## config.mk

```make
export PLATFORM = sky130hd
export DESIGN_NAME = qspi_sram_ctrl
export DESIGN_NICKNAME = d
export VERILOG_FILES = /design/src/rtl/qspi_sram_ctrl.sv
export SDC_FILE = /design/constraint.sdc
export NUM_CORES = 1
export LEC_CHECK = 0
export CAP_MARGIN = 20
export CORE_MARGIN = 1.5
export CORE_UTILIZATION = 50
export CTS_BUF_LIST = sky130_fd_sc_hd__clkbuf_8
export CTS_CLUSTER_SIZE = 30
export DETAILED_ROUTE_END_ITERATION = 8
export HOLD_SLACK_MARGIN = 0.15
export PLACE_DENSITY = 0.77
export SYNTH_ARGS = -nofsm -noshare
export SYNTH_HDL_FRONTEND = slang
export SYNTH_SLANG_ARGS = --single-unit
```

## constraint.sdc

```tcl
create_clock -name clk -period 3.2 [get_ports clk]
set_input_delay 0.64 -clock clk [delete_from_list [all_inputs] [get_ports clk]]
set_output_delay 0.64 -clock clk [all_outputs]
set_load 0.01 [all_outputs]
```

## src/rtl/qspi_sram_ctrl.sv

```systemverilog
// QPI-mode master for single-byte reads and writes to a QSPI SRAM.
// Every access is one chip-select frame: command, 24-bit address, optional dummy, one data byte.
module qspi_sram_ctrl #(
  parameter int DUMMY_CYCLES = 6
) (
  input  logic        clk,
  input  logic        rst_n,
  input  logic        req_valid,
  output logic        req_ready,
  input  logic        req_write,
  input  logic [23:0] req_addr,
  input  logic [7:0]  req_wdata,
  output logic        rsp_valid,
  output logic [7:0]  rsp_rdata,
  output logic        sck,
  output logic        ss_n,
  output logic [3:0]  sio_out,
  input  logic [3:0]  sio_in,
  output logic [3:0]  sio_oe
);

  localparam int NPULSE = 10 + DUMMY_CYCLES;
  localparam int CNT_W  = $clog2(NPULSE + 1);

  localparam logic [CNT_W-1:0] CMD_LAST   = CNT_W'(1);
  localparam logic [CNT_W-1:0] ADDR_LAST  = CNT_W'(7);
  localparam logic [CNT_W-1:0] DUMMY_LAST = CNT_W'(7 + DUMMY_CYCLES);
  localparam logic [CNT_W-1:0] WR_LAST    = CNT_W'(9);
  localparam logic [CNT_W-1:0] RD_LAST    = CNT_W'(9 + DUMMY_CYCLES);

  localparam logic [7:0] CMD_WRITE = 8'h38;
  localparam logic [7:0] CMD_READ  = 8'hEB;

  typedef enum logic [2:0] {
    S_IDLE,
    S_SELECT,
    S_CMD,
    S_ADDR,
    S_DUMMY,
    S_DATA,
    S_DESELECT
  } state_t;

  state_t           state_reg, state_next;
  logic             phase_reg, phase_next;
  logic [CNT_W-1:0] cnt_reg, cnt_next;
  logic             desel_reg, desel_next;
  logic             write_reg;
  logic [39:0]      shift_reg;
  logic [3:0]       rx_hi_reg;
  logic             drive_en;
  logic [CNT_W-1:0] last_cnt;

  assign last_cnt = write_reg ? WR_LAST : RD_LAST;

  always_ff @(posedge clk or negedge rst_n) begin
    if (!rst_n) begin
      state_reg <= S_IDLE;
      phase_reg <= 1'b0;
      cnt_reg   <= '0;
      desel_reg <= 1'b0;
    end else begin
      state_reg <= state_next;
      phase_reg <= phase_next;
      cnt_reg   <= cnt_next;
      desel_reg <= desel_next;
    end
  end

  always_comb begin
    state_next = state_reg;
    phase_next = phase_reg;
    cnt_next   = cnt_reg;
    desel_next = desel_reg;
    req_ready  = 1'b0;
    ss_n       = 1'b0;
    sck        = 1'b0;
    drive_en   = 1'b0;

    case (state_reg)
      S_IDLE: begin
        req_ready = 1'b1;
        ss_n      = 1'b1;
        if (req_valid) state_next = S_SELECT;
      end

      S_SELECT: begin
        drive_en   = 1'b1;
        phase_next = 1'b0;
        cnt_next   = '0;
        state_next = S_CMD;
      end

      S_CMD, S_ADDR, S_DUMMY, S_DATA: begin
        // phase 0 is the sck-low half where sio_out changes; the pulse completes after phase 1
        sck        = phase_reg;
        drive_en   = (state_reg != S_DUMMY) && !(state_reg == S_DATA && !write_reg);
        phase_next = ~phase_reg;
        if (phase_reg) begin
          cnt_next = cnt_reg + 1'b1;
          case (state_reg)
            S_CMD: begin
              if (cnt_reg == CMD_LAST) state_next = S_ADDR;
            end
            S_ADDR: begin
              if (cnt_reg == ADDR_LAST)
                state_next = (write_reg || DUMMY_CYCLES == 0) ? S_DATA : S_DUMMY;
            end
            S_DUMMY: begin
              if (cnt_reg == DUMMY_LAST) state_next = S_DATA;
            end
            default: begin
              if (cnt_reg == last_cnt) begin
                state_next = S_DESELECT;
                desel_next = 1'b0;
              end
            end
          endcase
        end
      end

      S_DESELECT: begin
        ss_n       = 1'b1;
        desel_next = 1'b1;
        if (desel_reg) state_next = S_IDLE;
      end

      default: begin
        ss_n       = 1'b1;
        state_next = S_IDLE;
      end
    endcase

    sio_oe  = {4{drive_en}};
    sio_out = drive_en ? shift_reg[39:36] : 4'h0;
  end

  // The whole outgoing frame is preloaded and shifted one nibble per completed sck pulse.
  always_ff @(posedge clk or negedge rst_n) begin
    if (!rst_n) begin
      write_reg <= 1'b0;
      shift_reg <= '0;
      rx_hi_reg <= '0;
      rsp_valid <= 1'b0;
      rsp_rdata <= '0;
    end else begin
      rsp_valid <= 1'b0;
      if (req_valid && req_ready) begin
        write_reg <= req_write;
        shift_reg <= {(req_write ? CMD_WRITE : CMD_READ), req_addr, req_wdata};
      end else if (sck) begin
        shift_reg <= {shift_reg[35:0], 4'h0};
        if (state_reg == S_DATA && !write_reg) begin
          if (cnt_reg == RD_LAST) begin
            rsp_valid <= 1'b1;
            rsp_rdata <= {rx_hi_reg, sio_in};
          end else begin
            rx_hi_reg <= sio_in;
          end
        end
      end
    end
  end

endmodule

```

Yosys cells after proc, flatten, opt, wreduce, memory -nomap -nowiden
Cells that the tools add are included.

Flip-flop bits (word level): 64. Input bits: 40. Output and inout bits: 20. Word-level logic and storage cells: 81.

Add/subtract/negate cells: 1. Equal/unequal tests: 21. Multiplexer cells: 30. Bitwise logic cells: 3. Reductions and logical operators: 17.

Operators by type and width (count): 40-bit two-way mux (2); 3-bit two-way mux (8); 3-bit inequality test, second input constant (4); 3-bit case mux with 4 select lines (1); 4-bit AND reduction (3); 1-bit two-way mux (11); 5-bit by 4-bit == test with 1-bit output, second input constant (2); 2-bit inequality test, second input constant (5); 5-bit case mux with 2 select lines (1); 3-bit == test, second input constant (3); 3-bit case mux with 3 select lines (1); 8-bit two-way mux (1); 7-bit AND reduction (1); 3-bit by 2-bit == test with 1-bit output, second input constant (2); 1-bit case mux with 2 select lines (3); 2-bit nonzero test (3); 5-bit by 1-bit adder with 5-bit output, second input constant (1); 5-bit by 1-bit == test with 1-bit output, second input constant (1); 5-bit by 3-bit == test with 1-bit output, second input constant (1); 5-bit by 4-bit == test with 1-bit output (1); 5-bit two-way mux (1); 5-bit inequality test, second input constant (1); 5-bit OR reduction (1); 4-bit two-way mux (1); 8 further kinds (13).

Longest topological paths before layout
Gate-level depths: netlist of run 1.

Word-level depth: 6. Depth in mapped cells: 6. Mapped depth without buffers: 6.

Worst setup path before layout of run 1
Ideal clock, no wire load.

Path type: reg2reg. From: reg cnt_reg[1]. To: reg rsp_rdata[0]. Setup time: 0.125 ns. Data arrival time: 1.794 ns. Required time: 3.075 ns. Setup slack: 1.281 ns. Cell stages (with the launch flop): 7. Path buffers: 0. Clock period less this slack: 1.919 ns. Path through: dfrtp_1 > ha_1 > and3_1 > ha_1 > inv_1 > nor4_4 > mux2_2.

Word-level cells in the longest chain between the ends: 2.

Ends and longest elaborated chain: from (decl) (line 46) `logic [CNT_W-1:0] cnt_reg, cnt_next;`; from (signal assigned) (line 65) `cnt_reg <= cnt_next;`; 5-bit by 4-bit == test with 1-bit output (line 154) `if (cnt_reg == RD_LAST) begin`; 4-bit AND reduction (no line); to (signal assigned) (line 156) `rsp_rdata <= {rx_hi_reg, sio_in};`; to (decl) (line 14) `output logic [7:0] rsp_rdata,`.

No other way between the ends. A chain may end at the register's enable or synchronous reset.

Final worst setup path of run 1
From: reg state_reg[0]. To: out sio_out[0].

Word-level cells in the longest chain between the ends: 6. Elaborated cells on any way between the ends: 12. Those cells by class: eq/ne (6); mux (2); reduce/logical (4).

Ends and longest elaborated chain: from (decl) (line 44) `state_t state_reg, state_next;`; from (signal assigned) (line 63) `state_reg <= state_next;`; 3-bit == test (line 80, 97); 1-bit logical AND (line 97) `drive_en = (state_reg != S_DUMMY) && !(state_reg == S_DATA && !write_reg);`; 1-bit zero test (line 97); 1-bit logical AND (line 97); 1-bit case mux with 2 select lines * (line 80) `case (state_reg)`; 4-bit two-way mux * (line 135) `sio_out = drive_en ? shift_reg[39:36] : 4'h0;`; to (decl) (line 17) `output logic [3:0] sio_out,`.

Mark *: on every way between the ends. The rest lies on a longest branch, timed or not.

==> results of run 1 <==
[report_power, final]
part / internal [mW] / leakage, nW / switching [mW]
clock: 0.394 / 0.112 / 0.295
sequential: 1.09 / 0.824 / 0.243
combinational: 0.647 / 0.802 / 0.618
total: 2.14 / 1.74 / 1.16
[cells by family after synthesis]
kind of cell / Yosys count / synth area share, %
muxes: 41 / 13.8
and+or+nand+nor: 96 / 16.0
AOI/OAI and AO/OA: 58 / 11.0
xor gates and xnor gates: 4 / 1.14
adders and majority gates: 3 / 1.22
buffers and inverters: 26 / 4.60
DFF: 64 / 52.1
[cell type report]
cell class | instances | area share [%]
Sequential cell | 64 | 41.1
Multi-Input combinational cell | 202 | 34.3
Timing Repair Buffer | 64 | 16.6
Clock buffer | 11 | 3.89
Tap cell | 75 | 2.41
Clock inverter | 5 | 1.22
Inverter | 4 | 0.418
[cells in the mapped netlist (5+ instances only)]
cell	n	area, sq um
mux2i_1	29	290
nand2_1	50	188
nand3_1	8	40.0
buf_4	5	37.5
buf_2	7	35.0
a21oi_1	6	30.0
nor2_1	7	26.3
dfrtp_1	64	1600
clkbuf_1	8	30.0
mux2_2	12	135
o21ai_0	33	165
[cell usage in the layout (no fill, tap or decap), types with 2 or more instances in the layout]
| master | instances |
|---|---|
| and3_1 | 2 |
| mux2_2 | 12 |
| nor3_1 | 2 |
| nand2_1 | 50 |
| a31oi_1 | 4 |
| nor2_1 | 7 |
| buf_4 | 3 |
| a21oi_1 | 6 |
| ha_1 | 3 |
| clkinv_2 | 3 |
| nor3b_1 | 3 |
| nor2b_1 | 2 |
| nand2b_1 | 4 |
| o21ai_0 | 33 |
| and3b_1 | 2 |
| a22o_1 | 4 |
| o21ai_1 | 3 |
| clkdlybuf4s50_1 | 58 |
| nand3_1 | 8 |
| dfrtp_1 | 64 |
| xor2_1 | 4 |
| clkbuf_8 | 11 |
| mux2i_1 | 29 |
| inv_1 | 5 |
| nand3b_1 | 3 |
| and2_1 | 4 |
| buf_12 | 2 |
[stage by stage]
step / utilization [%] / power (mW)
detailed placement: 62.4 / 2.62
global route: 65.8 / 3.51
global placement: 62.4 / 2.56
floorplan: - / 2.25
CTS: 65.8 / 3.32
finish: 65.8 / 3.29
[worst max-delay path: stages, from the launching register on]
cell	delay, ns
dfrtp_1	0.65
nor2_1	0.08
a21oi_1	0.39
and2_1	0.19
clkdlybuf4s50_1	0.52
[per-layer routing]
layer  GRT usage, %  share of wire (%)
met1           27.3                 46
met5              0                  0
met3           3.60                3.9
met2           30.6                 48
met4           10.9                2.1
[worst max path at each step]
stage / slack [ns] / depth (start not counted) / end
6_report: 0.39 / 4 / sio_out[0]
5_1_grt: 0.20 / 4 / sio_out[1]
4_1_cts: 0.38 / 4 / sio_out[1]
3_5_place_dp: 0.74 / 4 / sio_out[1]
3_3_place_gp: 0.80 / 4 / sio_out[2]
2_1_floorplan: 1.28 / 6 / rsp_rdata[0]
==> flow_metrics.py, run 1 <==
metrics = {
    "placement": {
        "hpwl_um": 4030,
        "place_area_sq_mm": 0.00369,
        "io_buffers": 59,
        "pre_cts_slack_ns": 0.738,
        "gp_congestion": 0.835,
        "place_inst": 409,
    },
    "timing": {
        "slew_violations": 0,
        "fmax_ghz": 0.356,
        "clock_skew_ns": 0.00649,
        "rsz0062_at_grt": "no",
        "fin_crit_ns": 2.81,
        "setup_tns_ns": 0,
        "timing.slew.headroom_pct": 52.5,
        "worst_pin_slew_ns": 0.712,
        "finalSetupViolations": 0,
        "fin_crit_sh_pct": 87.9,
        "whs_ns": 0.350,
        "setup_ws_ns": 0.388,
        "hold_violations": 0,
    },
    "clock_tree": {
        "cts_resized": 0,
        "clock_path_buffers": 2,
        "cts_tree": "yes",
        "clock_sinks": 64,
        "postCtsHoldBufs": 0,
        "clk_pin_slew_ns": 0.07,
        "cts_inserted_buffers": 9,
        "ctsHtreeMaxLevel": 3,
        "cts_setup_buffers": 0,
        "worst_skew_pair.late_latency_ns": 0.34,
        "root_buffer": "clkbuf_8",
    },
    "cells_and_area": {
        "fin_cells": 425,
        "syn_to_final_growth_pct": 26.8,
        "largest_reg_flops": 40,
        "multi_input_area_sq_mm": 0.00134,
        "nNetsFinal": 388,
        "stdcell_area_sq_mm": 0.00389,
        "antenna_cells": 0,
        "seq_area_sq_mm": 0.00160,
        "drive_above_1_share_pct": 11.7,
        "fill_cells": 477,
    },
    "critical_path": {
        "crit_start": "state_reg[0]",
        "timing.rr.start": "state_reg[2]",
        "rr_worst_depth": 6,
        "cp.required_ns": 2.56,
        "crit_fanout": 17,
        "worstPathArrival_ns": 2.17,
        "startpoint_type": "flip-flop",
        "r2r_end": "shift_reg[1]",
        "worstSetupEndpointType": "output port",
        "crit_type": "flip-flop to output port",
        "rrSetupSlack_ns": 0.95,
    },
    "synth": {
        "synth.distinct_cells": 44,
        "yosys_warnings": 0,
        "syn-instance-count": 292,
        "synthArstFlopShare_pct": 100,
        "syn_area_sq_mm": 0.00307,
        "syn-num-nets": 335,
        "synth_edf_count": 0,
        "synth_ff_type": "dfrtp_1",
        "seq_area_frac_synth_pct": 52.1,
        "ys_ff_latch": 64,
        "avgSynthCellArea_sq_um": 10.5,
    },
    "floorplan": {
        "dieWidth_um": 81.4,
        "rows": 28,
        "die_h_um": 81.4,
        "ios": 60,
        "die_area_sq_mm": 0.00662,
        "initial_core_util_pct": 51.9,
        "core_sq_mm": 0.00592,
    },
    "power": {
        "power.density_mw_per_mm2": 845,
        "p_leak_nw": 1.74,
        "vdd_drop_max_mv": 0.662,
    },
    "routing": {
        "drt_pre_antenna_iters": 4,
        "drc": 0,
        "wirelength_um": 5950,
        "avgRoutedWirePerCell_um": 14.0,
        "num_vias": 2256,
        "vias_per_cell": 5.31,
        "postRouteAntennaNets": 0,
        "dr.first_iter.drc_count": 203,
    },
    "global_route": {
        "grt_pass1_vias": 2145,
        "grt_usage_pct": 20.1,
        "grt_start_max_net_pins": 64,
        "antenna_found_initial": 0,
        "grt-ovfl-total": 0,
        "grt_pass1_wl_um": 9980,
    },
    "run_status": {
        "status": "finished, final reports clean",
    },
    "min_path": {
        "min_path_type": "input port to asynchronous set/reset pin",
    },
    "job": {
        "cap_violations": 0,
    },
}
Note: power is estimated with default switching activity, not from simulation.
==> run 2: changes to the inputs <==
Settings changed: SLEW_MARGIN set to 20.
==> results of run 2 <==
No change in the layout: final DEF, timing and power equal those of run 1.
==> run 3: changes to the inputs <==
Settings changed: CORE_UTILIZATION 50 to 55, PLACE_DENSITY 0.77 to 0.83, SLEW_MARGIN 20 to unset.
==> flow_metrics.py, run 3 (synthesis gave the netlist of run 1 again) <==
metrics = {
    "cells_and_area": {
        "stdcell_area_sq_mm": 0.00392,
        "final_cell_mix": "dfrtp_1, clkdlybuf4s50_1, nand2_1",
        "syn_to_final_growth_pct": 27.7,
        "largest_reg_flops": 40,
        "nNetsFinal": 389,
        "antenna_cells": 0,
        "final_common_cell": "dfrtp_1",
        "postLayoutCoreUtil_pct": 72.1,
        "drive_above_1_share_pct": 12.3,
        "fin_cells": 423,
    },
    "routing": {
        "drt_pre_antenna_iters": 4,
        "drc": 0,
        "vias_per_cell": 5.24,
        "avgRoutedWirePerCell_um": 13.8,
        "dr.first_iter.drc_count": 113,
        "wirelength_um": 5820,
        "num_vias": 2218,
        "postRouteAntennaNets": 0,
    },
    "timing": {
        "fmax_ghz": 0.354,
        "rsz0062_at_grt": "no",
        "fin_crit_sh_pct": 88.2,
        "whs_ns": 0.253,
        "clock_skew_ns": 0.00870,
        "worst_pin_slew_ns": 0.620,
        "setup_tns_ns": 0,
        "finalSetupViolations": 0,
        "slew_violations": 0,
        "setup_ws_ns": 0.379,
        "hold_violations": 0,
        "timing.slew.headroom_pct": 58.4,
        "fin_crit_ns": 2.82,
    },
    "clock_tree": {
        "clock_path_buffers": 2,
        "cts_inserted_buffers": 9,
        "cts_tree": "yes",
        "worst_skew_pair.late_latency_ns": 0.34,
        "clock_sinks": 64,
        "clk_pin_slew_ns": 0.07,
        "root_buffer": "clkbuf_8",
        "cts_setup_buffers": 0,
        "postCtsHoldBufs": 0,
        "ctsHtreeMaxLevel": 3,
        "cts_resized": 0,
    },
    "global_route": {
        "grt_pass1_wl_um": 10400,
        "use_met3_pct": 6.12,
        "use_met2_pct": 34.6,
        "antenna_found_initial": 0,
        "grt_start_max_net_pins": 64,
        "grt-ovfl-total": 0,
        "grt_pass1_vias": 2223,
        "grt_usage_pct": 22.0,
        "busiest_layer": "met2",
        "gr-usage-met1_pct": 29.1,
    },
    "placement": {
        "pre_cts_slack_ns": 0.727,
        "place_inst": 407,
        "place_area_sq_mm": 0.00369,
        "gp_congestion": 0.837,
        "hpwl_um": 3900,
        "io_buffers": 59,
    },
    "job": {
        "cap_violations": 0,
    },
    "critical_path": {
        "startpoint_type": "flip-flop",
        "worstPathArrival_ns": 2.18,
        "cp.required_ns": 2.56,
        "worstSetupEndpointType": "output port",
        "crit_fanout": 17,
        "crit_type": "flip-flop to output port",
    },
    "min_path": {
        "min_path_type": "input port to asynchronous set/reset pin",
    },
    "power": {
        "power.total_mw": 3.41,
        "power.density_mw_per_mm2": 871,
        "vdd_drop_max_mv": 0.527,
        "p_leak_nw": 1.75,
    },
    "floorplan": {
        "ios": 60,
        "die_area_sq_mm": 0.00604,
        "core_sq_mm": 0.00544,
        "dieWidth_um": 77.7,
        "die_h_um": 77.7,
        "rows": 27,
        "initial_core_util_pct": 56.5,
    },
    "run_status": {
        "status": "finished, final reports clean",
    },
}
[run 3: cell types whose count changed in the layout (fill, tap and decap cells not counted), sizes merged]
cell      change
inv           -1
bufinv        +2
clkinvlp      +1
buf           +1
clkbuf        -2
[run 3: worst paths after layout]
kind	from	to	slack, ns	depth (start not counted)
max	state_reg[0]	sio_out[3]	0.38	4
min	rst_n	rsp_rdata[0]	0.25	1
max reg2reg	cnt_reg[1]	rsp_rdata[1]	1.00	6
min reg2reg	shift_reg[37]	shift_reg[37]	0.48	2
max in group asynchronous	rst_n	shift_reg[39]	2.22	2
min in group clk	shift_reg[37]	shift_reg[37]	0.48	2
[run 3: layout make-up]
type / instances / area [sq um]
sequential: 64 / 1600
fill: 411 / 1520
multi-input combinational: 202 / 1340
timing repair buffer: 65 / 643
clock buffer: 9 / 124
clock inverter: 7 / 111
tap: 72 / 90.1
inverter: 4 / 16.3
[run 3: critical path, stage by stage, from the launching register on]
cell	delay [ns]
dfrtp_1	0.66
nor2_1	0.07
a21oi_1	0.40
and2_1	0.19
clkdlybuf4s50_1	0.52
[run 3: per-layer routing]
layer	vias up	part of all wire (%)
li1	1119	-
met4	0	1.5
met5	-	0
met1	1041	48
met2	51	46
met3	7	4.5
[run 3: power breakdown]
group	internal, mW	switching, mW
sequential	1.09	0.237
clock	0.512	0.313
combinational	0.646	0.613
total	2.25	1.16
